[src/rtl/alu_arbiter_if.sv]
// Bundle of request, response and shared-ALU signals for alu_arbiter.
// slave is the arbiter side, master is the requester/ALU side.
interface alu_arbiter_if;
    logic        req0_valid, req0_ready, req1_valid, req1_ready;
    logic [31:0] req0_a, req0_b, req1_a, req1_b;
    logic [3:0]  req0_ctrl, req1_ctrl;
    logic [4:0]  req0_shamt, req1_shamt;
    logic        rsp0_valid, rsp0_ready, rsp1_valid, rsp1_ready;
    logic [31:0] rsp_data;
    logic        rsp_zero;
    logic [31:0] alu_a, alu_b, alu_out;
    logic [3:0]  alu_ctrl;
    logic [4:0]  alu_shamt;
    logic        alu_zero;
    logic        busy;
    logic [15:0] ops_done;

    modport slave (
        input  req0_valid, req0_a, req0_b, req0_ctrl, req0_shamt,
        input  req1_valid, req1_a, req1_b, req1_ctrl, req1_shamt,
        output req0_ready, req1_ready,
        output rsp0_valid, rsp1_valid, rsp_data, rsp_zero,
        input  rsp0_ready, rsp1_ready,
        output alu_a, alu_b, alu_ctrl, alu_shamt,
        input  alu_out, alu_zero,
        output busy, ops_done
    );

    modport master (
        output req0_valid, req0_a, req0_b, req0_ctrl, req0_shamt,
        output req1_valid, req1_a, req1_b, req1_ctrl, req1_shamt,
        input  req0_ready, req1_ready,
        input  rsp0_valid, rsp1_valid, rsp_data, rsp_zero,
        output rsp0_ready, rsp1_ready,
        input  alu_a, alu_b, alu_ctrl, alu_shamt,
        output alu_out, alu_zero,
        input  busy, ops_done
    );
endinterface

[src/rtl/alu_arbiter.sv]
// Two-requester round-robin arbiter in front of a shared combinational ALU.
// One operation in flight at a time: IDLE -> EXEC -> RESP -> IDLE.
module alu_arbiter (
    input  logic         clk,
    input  logic         reset,
    alu_arbiter_if.slave bus
);
    typedef enum logic [1:0] {IDLE, EXEC, RESP} state_t;

    state_t      state;
    logic        prio;
    logic        idx;
    logic [31:0] op_a, op_b;
    logic [3:0]  op_ctrl;
    logic [4:0]  op_shamt;
    logic [31:0] rsp_data_q;
    logic        rsp_zero_q;
    logic [15:0] ops_cnt;

    logic sel1, acc0, acc1, rsp_done;

    // Port 1 wins when it is the only requester or when both ask and prio points at it.
    assign sel1     = bus.req1_valid & (~bus.req0_valid | prio);
    assign acc0     = (state == IDLE) & ~reset & bus.req0_valid & ~sel1;
    assign acc1     = (state == IDLE) & ~reset & sel1;
    assign rsp_done = (state == RESP) & (idx ? bus.rsp1_ready : bus.rsp0_ready);

    assign bus.req0_ready = acc0;
    assign bus.req1_ready = acc1;
    assign bus.rsp0_valid = (state == RESP) & ~idx;
    assign bus.rsp1_valid = (state == RESP) & idx;
    assign bus.rsp_data   = rsp_data_q;
    assign bus.rsp_zero   = rsp_zero_q;
    assign bus.alu_a      = op_a;
    assign bus.alu_b      = op_b;
    assign bus.alu_ctrl   = op_ctrl;
    assign bus.alu_shamt  = op_shamt;
    assign bus.busy       = (state != IDLE);
    assign bus.ops_done   = ops_cnt;

    always_ff @(posedge clk) begin
        if (reset) begin
            state      <= IDLE;
            prio       <= 1'b0;
            idx        <= 1'b0;
            op_a       <= '0;
            op_b       <= '0;
            op_ctrl    <= '0;
            op_shamt   <= '0;
            rsp_data_q <= '0;
            rsp_zero_q <= 1'b0;
            ops_cnt    <= '0;
        end else begin
            case (state)
                IDLE: if (acc0 | acc1) begin
                    op_a     <= acc1 ? bus.req1_a     : bus.req0_a;
                    op_b     <= acc1 ? bus.req1_b     : bus.req0_b;
                    op_ctrl  <= acc1 ? bus.req1_ctrl  : bus.req0_ctrl;
                    op_shamt <= acc1 ? bus.req1_shamt : bus.req0_shamt;
                    idx      <= acc1;
                    state    <= EXEC;
                end
                EXEC: begin
                    rsp_data_q <= bus.alu_out;
                    rsp_zero_q <= bus.alu_zero;
                    state      <= RESP;
                end
                RESP: if (rsp_done) begin
                    ops_cnt <= ops_cnt + 16'd1;
                    prio    <= ~idx;
                    state   <= IDLE;
                end
                default: state <= IDLE;
            endcase
        end
    end
endmodule

[src/flat_wrapper.sv]
// flat-port wrapper written by rule: the top's interface ports become plain ports
module alu_arbiter_flat 
  (clk, reset, bus_req0_valid, bus_req0_a, bus_req0_b, bus_req0_ctrl, bus_req0_shamt, bus_req1_valid, bus_req1_a, bus_req1_b, bus_req1_ctrl, bus_req1_shamt, bus_req0_ready, bus_req1_ready, bus_rsp0_valid, bus_rsp1_valid, bus_rsp_data, bus_rsp_zero, bus_rsp0_ready, bus_rsp1_ready, bus_alu_a, bus_alu_b, bus_alu_ctrl, bus_alu_shamt, bus_alu_out, bus_alu_zero, bus_busy, bus_ops_done);
  alu_arbiter_if bus_i ();
  input  logic clk;
  input  logic reset;
  input wire logic [$bits(bus_i.req0_valid)-1:0] bus_req0_valid;
  input wire logic [$bits(bus_i.req0_a)-1:0] bus_req0_a;
  input wire logic [$bits(bus_i.req0_b)-1:0] bus_req0_b;
  input wire logic [$bits(bus_i.req0_ctrl)-1:0] bus_req0_ctrl;
  input wire logic [$bits(bus_i.req0_shamt)-1:0] bus_req0_shamt;
  input wire logic [$bits(bus_i.req1_valid)-1:0] bus_req1_valid;
  input wire logic [$bits(bus_i.req1_a)-1:0] bus_req1_a;
  input wire logic [$bits(bus_i.req1_b)-1:0] bus_req1_b;
  input wire logic [$bits(bus_i.req1_ctrl)-1:0] bus_req1_ctrl;
  input wire logic [$bits(bus_i.req1_shamt)-1:0] bus_req1_shamt;
  output wire logic [$bits(bus_i.req0_ready)-1:0] bus_req0_ready;
  output wire logic [$bits(bus_i.req1_ready)-1:0] bus_req1_ready;
  output wire logic [$bits(bus_i.rsp0_valid)-1:0] bus_rsp0_valid;
  output wire logic [$bits(bus_i.rsp1_valid)-1:0] bus_rsp1_valid;
  output wire logic [$bits(bus_i.rsp_data)-1:0] bus_rsp_data;
  output wire logic [$bits(bus_i.rsp_zero)-1:0] bus_rsp_zero;
  input wire logic [$bits(bus_i.rsp0_ready)-1:0] bus_rsp0_ready;
  input wire logic [$bits(bus_i.rsp1_ready)-1:0] bus_rsp1_ready;
  output wire logic [$bits(bus_i.alu_a)-1:0] bus_alu_a;
  output wire logic [$bits(bus_i.alu_b)-1:0] bus_alu_b;
  output wire logic [$bits(bus_i.alu_ctrl)-1:0] bus_alu_ctrl;
  output wire logic [$bits(bus_i.alu_shamt)-1:0] bus_alu_shamt;
  input wire logic [$bits(bus_i.alu_out)-1:0] bus_alu_out;
  input wire logic [$bits(bus_i.alu_zero)-1:0] bus_alu_zero;
  output wire logic [$bits(bus_i.busy)-1:0] bus_busy;
  output wire logic [$bits(bus_i.ops_done)-1:0] bus_ops_done;
  assign bus_i.req0_valid = bus_req0_valid;
  assign bus_i.req0_a = bus_req0_a;
  assign bus_i.req0_b = bus_req0_b;
  assign bus_i.req0_ctrl = bus_req0_ctrl;
  assign bus_i.req0_shamt = bus_req0_shamt;
  assign bus_i.req1_valid = bus_req1_valid;
  assign bus_i.req1_a = bus_req1_a;
  assign bus_i.req1_b = bus_req1_b;
  assign bus_i.req1_ctrl = bus_req1_ctrl;
  assign bus_i.req1_shamt = bus_req1_shamt;
  assign bus_req0_ready = bus_i.req0_ready;
  assign bus_req1_ready = bus_i.req1_ready;
  assign bus_rsp0_valid = bus_i.rsp0_valid;
  assign bus_rsp1_valid = bus_i.rsp1_valid;
  assign bus_rsp_data = bus_i.rsp_data;
  assign bus_rsp_zero = bus_i.rsp_zero;
  assign bus_i.rsp0_ready = bus_rsp0_ready;
  assign bus_i.rsp1_ready = bus_rsp1_ready;
  assign bus_alu_a = bus_i.alu_a;
  assign bus_alu_b = bus_i.alu_b;
  assign bus_alu_ctrl = bus_i.alu_ctrl;
  assign bus_alu_shamt = bus_i.alu_shamt;
  assign bus_i.alu_out = bus_alu_out;
  assign bus_i.alu_zero = bus_alu_zero;
  assign bus_busy = bus_i.busy;
  assign bus_ops_done = bus_i.ops_done;
  alu_arbiter u_core (.clk(clk), .reset(reset), .bus(bus_i));
endmodule
[config.mk]
export PLATFORM = sky130hd
export DESIGN_NAME = alu_arbiter_flat
export DESIGN_NICKNAME = d
export VERILOG_FILES = /design/src/rtl/alu_arbiter_if.sv /design/src/rtl/alu_arbiter.sv /design/src/flat_wrapper.sv
export SDC_FILE = /design/constraint.sdc
export NUM_CORES = 1
export LEC_CHECK = 0
export CAP_MARGIN = 0
export CORE_ASPECT_RATIO = 0.8
export CORE_MARGIN = 2
export CORE_UTILIZATION = 30
export DETAILED_ROUTE_END_ITERATION = 10
export PLACE_DENSITY_LB_ADDON = 0.15
export SYNTH_ARGS = -nofsm -noshare
export SYNTH_HDL_FRONTEND = slang
export SYNTH_SLANG_ARGS = --single-unit
[constraint.sdc]
create_clock -name clk -period 2.3 [get_ports clk]
set_input_delay 0.46 -clock clk [delete_from_list [all_inputs] [get_ports clk]]
set_output_delay 0.46 -clock clk [all_outputs]
set_load 0.005 [all_outputs]
==> Word-level counts from Yosys, hierarchy flattened <==
Index checks and enable logic that the tools add are counted.
{ "op_classes": {"n_addsub": 1, "n_eq_ne": 4, "muxes": 8, "n_bitwise": 14, "n_reduce_logical": 5} }
{ "ops": {"columns": ["cell", "n"], "rows": [
  ["two-way mux 32 bit", 2],
  ["adder 16 x 1 -> 16 bit, second input constant", 1],
  ["AND 1 bit", 8],
  ["case mux 2 bit (3 select lines)", 1],
  ["AND reduction 2 bit", 3],
  ["two-way mux 5 bit", 1],
  ["two-way mux 2 bit", 2],
  ["two-way mux 4 bit", 1],
  ["inverter 1 bit", 4],
  ["equality test 2 x 1 -> 1 bit, second input constant", 1],
  ["equality test 2 bit, second input constant", 1],
  ["logical NOT 2 bit", 1],
  ["!= test 2 x 1 -> 1 bit, second input constant", 1],
  ["!= test 2 bit, second input constant", 1],
  ["OR 1 bit", 2],
  ["nonzero test 2 bit", 1],
  ["two-way mux 1 bit", 1]
]} }
{ "word_totals": {"regBits": 126, "input_bits": 185, "out_inout_bits": 127} }

==> Longest topological paths before layout <==
{ "logic_depth": {"depth_word": 8, "depth_mapped": 6} }

==> Least setup slack after synthesis <==
Ideal clock, no wire load.
{ "synth_path": {"path_type": "flip-flop to flip-flop", "from": "register u_core.state[0]", "to": "register u_core.ops_cnt[15], in the netlist u_core.bus.ops_done[15]", "arrival_ns": 1.839, "path_slack_ns": 0.390, "stages_incl_launch_ff": 7, "n_path_buf": 2, "period_less_slack_ns": 1.910, "cell_sequence": "dfxtp_1 > nand2b_1 > buf_2 > or4_1 > buf_2 > or4_1 > a21oi_1"} }
{ "synth_between": {"elab_chain_len": 3} }
{ "synth_rtl": {"columns": ["element", "line", "text"], "rows": [
  ["start, declared", "alu_arbiter.sv:10", "state_t state;"],
  ["start signal, assigned", "alu_arbiter.sv:43", "state <= IDLE;"],
  ["start signal, assigned", "alu_arbiter.sv:61", "state <= EXEC;"],
  ["start signal, assigned", "alu_arbiter.sv:66", "state <= RESP;"],
  ["equality test 2 bit *", "alu_arbiter.sv:26, alu_arbiter.sv:54", null],
  ["AND 1 bit", "alu_arbiter.sv:26", "assign rsp_done = (state == RESP) & (idx ? bus.rsp1_ready : bus.rsp0_ready);"],
  ["AND reduction 2 bit (no source line) *", null, null],
  ["end signal, assigned", "alu_arbiter.sv:69", "ops_cnt <= ops_cnt + 16'd1;"],
  ["end, declared", "alu_arbiter.sv:18", "logic [15:0] ops_cnt;"]
]} }
Every way passes the cells marked *; elsewhere a longest branch is shown, timed or not.
A chain may end at the register's enable or synchronous reset.

==> Final worst setup path <==
{ "layout_path": {"from": "register u_core.state[1]", "to": "output port bus_rsp1_valid"} }
{ "layout_between": {"elab_chain_len": 2} }
{ "layout_rtl": {"columns": ["element", "line", "text"], "rows": [
  ["equality test 2 bit", "alu_arbiter.sv:31", "assign bus.rsp1_valid = (state == RESP) & idx;"],
  ["AND 1 bit", "alu_arbiter.sv:31", null],
  ["end, declared", "flat_wrapper.sv:20", "output wire logic [$bits(bus_i.rsp1_valid)-1:0] bus_rsp1_valid;"]
]} }
No other way between the ends.

==> impl_metrics.json <==
{
  "switchingPower_uw": 1580,
  "slowest_delay_ns": 0.53,
  "cts_tree": "built",
  "worstSetupStartpointType": "flip-flop",
  "fillCellCount": 1626,
  "vias": 5620,
  "synth_top_family_by_area": "simple AND/OR/NAND/NOR gates",
  "die-area_mm2": 0.01822,
  "placed_cells": 1157,
  "vdd_drop_max_mv": 0.4103,
  "seq_area_frac_synth_pct": 49.04,
  "io_buffers": 311,
  "syn-num-nets": 848,
  "synth_top_area_share_pct": 49.04,
  "cts_root_buffer": "clkbuf_16",
  "synth_area_leader_cell": "dfxtp_1",
  "worstPathRequired_ns": 1.84,
  "syn_area_mm2": 0.005144,
  "grt_pass1_wl_um": 28150,
  "rsz0062_at_grt": "no",
  "run_status": "complete, no violations",
  "drive_above_1_share_pct": 7.018,
  "synth.area.mux_share_pct": 0.9243,
  "area_growth_pct": 77.28,
  "drt-total-wl_um": 18450,
  "grt_pass1_vias": 5377,
  "path_clk_slew_ns": 0.06,
  "crit_path_cell_trace": "nor2b_2, and2_2, clkdlybuf4s50_1",
  "clock_sinks": 126,
  "post_drt_wl_per_cell_um": 15.52,
  "timing.fmax_ghz": 0.4515,
  "fin_nets": 1142,
  "final_util_pct": 54.74,
  "hpwl_um": 12620,
  "finalHoldViolCount": 0,
  "finalMaxSlewViolations": 0,
  "hold_path.class": "reg -> reg",
  "power_switching_share_pct": 25.74,
  "synth_edf_count": 0,
  "htree_levels": 4,
  "min_period_ns": 2.215,
  "vias_per_cell": 4.727,
  "yosys.area_share.adder_pct": 0.2432,
  "drc_errors": 0,
  "grt-ovfl-total": 0,
  "initial_core_util_pct": 30.88,
  "power_frac_clock_pct": 41.3,
  "std_cell_rows": 42,
  "ant_nets": 0,
  "cp_slowest_cell": "clkdlybuf4s50_1",
  "power_density_mw_per_mm2": 673.1,
  "core_region_area_mm2": 0.01666,
  "yosysUniqueCellTypes": 32,
  "gp_congestion": 0.7598,
  "final.period_utilization_pct": 96.30,
  "comb_power_share_pct": 18.9,
  "path_max_fanout": 7,
  "arrival_ns": 1.75,
  "die_h_um": 121.1,
  "grt_use_total_pct": 19.74,
  "synthTopCellsByArea": "dfxtp_1 (49%), nand2_1 (16%), a311oi_1 (12%)",
  "synth_xor_area_share_pct": 1.362,
  "report.final.setup_viol": 0,
  "dr.pass1.iters": 4,
  "cts_buffer_depth": 2,
  "antenna_found_initial": 0,
  "postCtsSetupBuffers": 0,
  "critPathBufInv": 1,
  "seq_power_share_pct": 39.8,
  "die-width_um": 150.4,
  "power_leakage_uw": 0.003246,
  "skew_ns": 0.008014,
  "syn-mean-instance-area_um2": 7.770,
  "ys_ff_latch": 126,
  "critPathTopFamily": "buffers and inverters",
  "grt_max_degree": 128,
  "yosysMostFrequentCell": "nand2_1",
  "synth_compound_area_share_pct": 17.25,
  "synthSimpleGateAreaFrac_pct": 26.98,
  "async_reset_ff_share_pct": 0,
  "syn-instance-count": 662,
  "relSlewSlack_pct": 59.85,
  "critPathCaptureType": "primary output",
  "numCtsBuffers": 17,
  "synth_ff_type": "dfxtp_1",
  "antenna_cells": 0,
  "worstMarginPinSlew_ns": 0.6022,
  "cap_violations": 0,
  "crit_type": "reg -> out",
  "ioPinCount": 312,
  "synthTopCellsByCount": "nand2_1 (221), dfxtp_1 (126), nor2_1 (87)",
  "drt_iter0_drc": 283,
  "worst_hold_slack_ns": 0.4520,
  "final_cells": 1189,
  "p_int_uw": 4558,
  "clock_latency_ns": 0.42,
  "yosys_warnings": 0,
  "tns_ns": 0
}
==> cells by family (layout without fill, tap and decap cells) <==
| logic type | count (synthesis) | count (layout) |
|---|---|---|
| compound gates | 121 | 121 |
| xor+xnor | 8 | 8 |
| fa+ha+maj | 1 | 1 |
| buf+inv | 57 | 364 |
| flops | 126 | 126 |
| mux | 4 | 4 |
| simple gates | 345 | 345 |
==> layer usage <==
metal	GRT usage (%)	up-vias	part of all wire [%]
met2	31.76	203	46
met4	8.314	0	2.8
met5	0	-	0
li1	-	2851	-
met1	23.44	2532	41
met3	7.669	34	9.8
==> cell usage in the layout (no fill, tap or decap), types with 4 or more instances in the layout <==
master and instances:
dfxtp_1 124, nor2_1 87, clkinvlp_4 6, clkbuf_16 17, nor3_1 4, a311oi_1 73
buf_12 5, a21oi_1 41, nand3_1 6, o21ai_0 4, buf_4 16, nand2_1 220
clkbuf_8 4, clkdlybuf4s50_1 308, xnor2_1 6
==> metrics by stage <==
| step | total power (µW) | setup WS [ns] | area, µm² |
|---|---|---|---|
| after floorplan | 2864 | 0.3904 | 5144 |
| after global placement | 3650 | -0.07632 | 8548 |
| after detailed placement | 3653 | -0.1241 | 8548 |
| after CTS | 6218 | 0.009136 | 9116 |
| after global routing | 6419 | 0.004349 | 9119 |
| final | 6138 | 0.08517 | 9119 |
==> timing repair <==
action / in CTS / in global routing
endpoints found under the setup margin: 3 / 1
hold endpoints to repair: 0 / 0
hold buffers: 0 / 0
resized for setup: 4 / 1
==> worst paths after layout <==
| kind | startpoint | end | slack [ns] | cells past startpoint |
|---|---|---|---|---|
| worst max-delay path | u_core.state[1]$_SDFFE_PP0P_ | bus_rsp1_valid | 0.09 | 3 |
| worst min-delay path | u_core.bus.rsp_data[15]$_SDFFE_PP0N_ | u_core.bus.rsp_data[15]$_SDFFE_PP0N_ | 0.45 | 2 |
| worst max register to register | u_core.bus.ops_done[6]$_SDFFE_PP0P_ | u_core.bus.ops_done[15]$_SDFFE_PP0P_ | 0.31 | 4 |
| worst min register to register | u_core.bus.rsp_data[15]$_SDFFE_PP0N_ | u_core.bus.rsp_data[15]$_SDFFE_PP0N_ | 0.45 | 2 |
==> state kept, by name, summed over array words and instances (netlist names) <==
name	count
u_core.bus.alu_a	32
u_core.bus.alu_b	32
u_core.bus.alu_ctrl	4
u_core.bus.alu_shamt	5
u_core.bus.ops_done	16
u_core.bus.rsp_data	32
u_core.bus.rsp_zero	1
u_core.idx	1
u_core.prio	1
u_core.state	2
==> cell type report <==
cell class	count	area, µm²	share of cell area [%]
clock buffers	22	484.2	5.310
repair buffers	331	3324	36.46
well taps	220	275.3	3.019
clock inverters	10	80.08	0.8782
inverters	1	3.754	0.04116
flip-flops and latches	126	2525	27.69
multi-input cells	479	2426	26.61
==> worst register-to-register path, delay by kind of cell, from the launching register on <==
kind            cells  cell delay (ns)
flops               1             0.41
simple gates        3             1.36
compound gates      1             0.14
==> power groups by stage <==
stage / combinational, µW / sequential [µW] / clock, µW
after CTS: 1180 / 2440 / 2600
after global routing: 1270 / 2460 / 2690
after detailed placement: 1170 / 2480 / 0
after floorplan: 374 / 2490 / 0
after global placement: 1170 / 2480 / 0
final: 1160 / 2440 / 2540
Power figures use the tool's default switching activity.
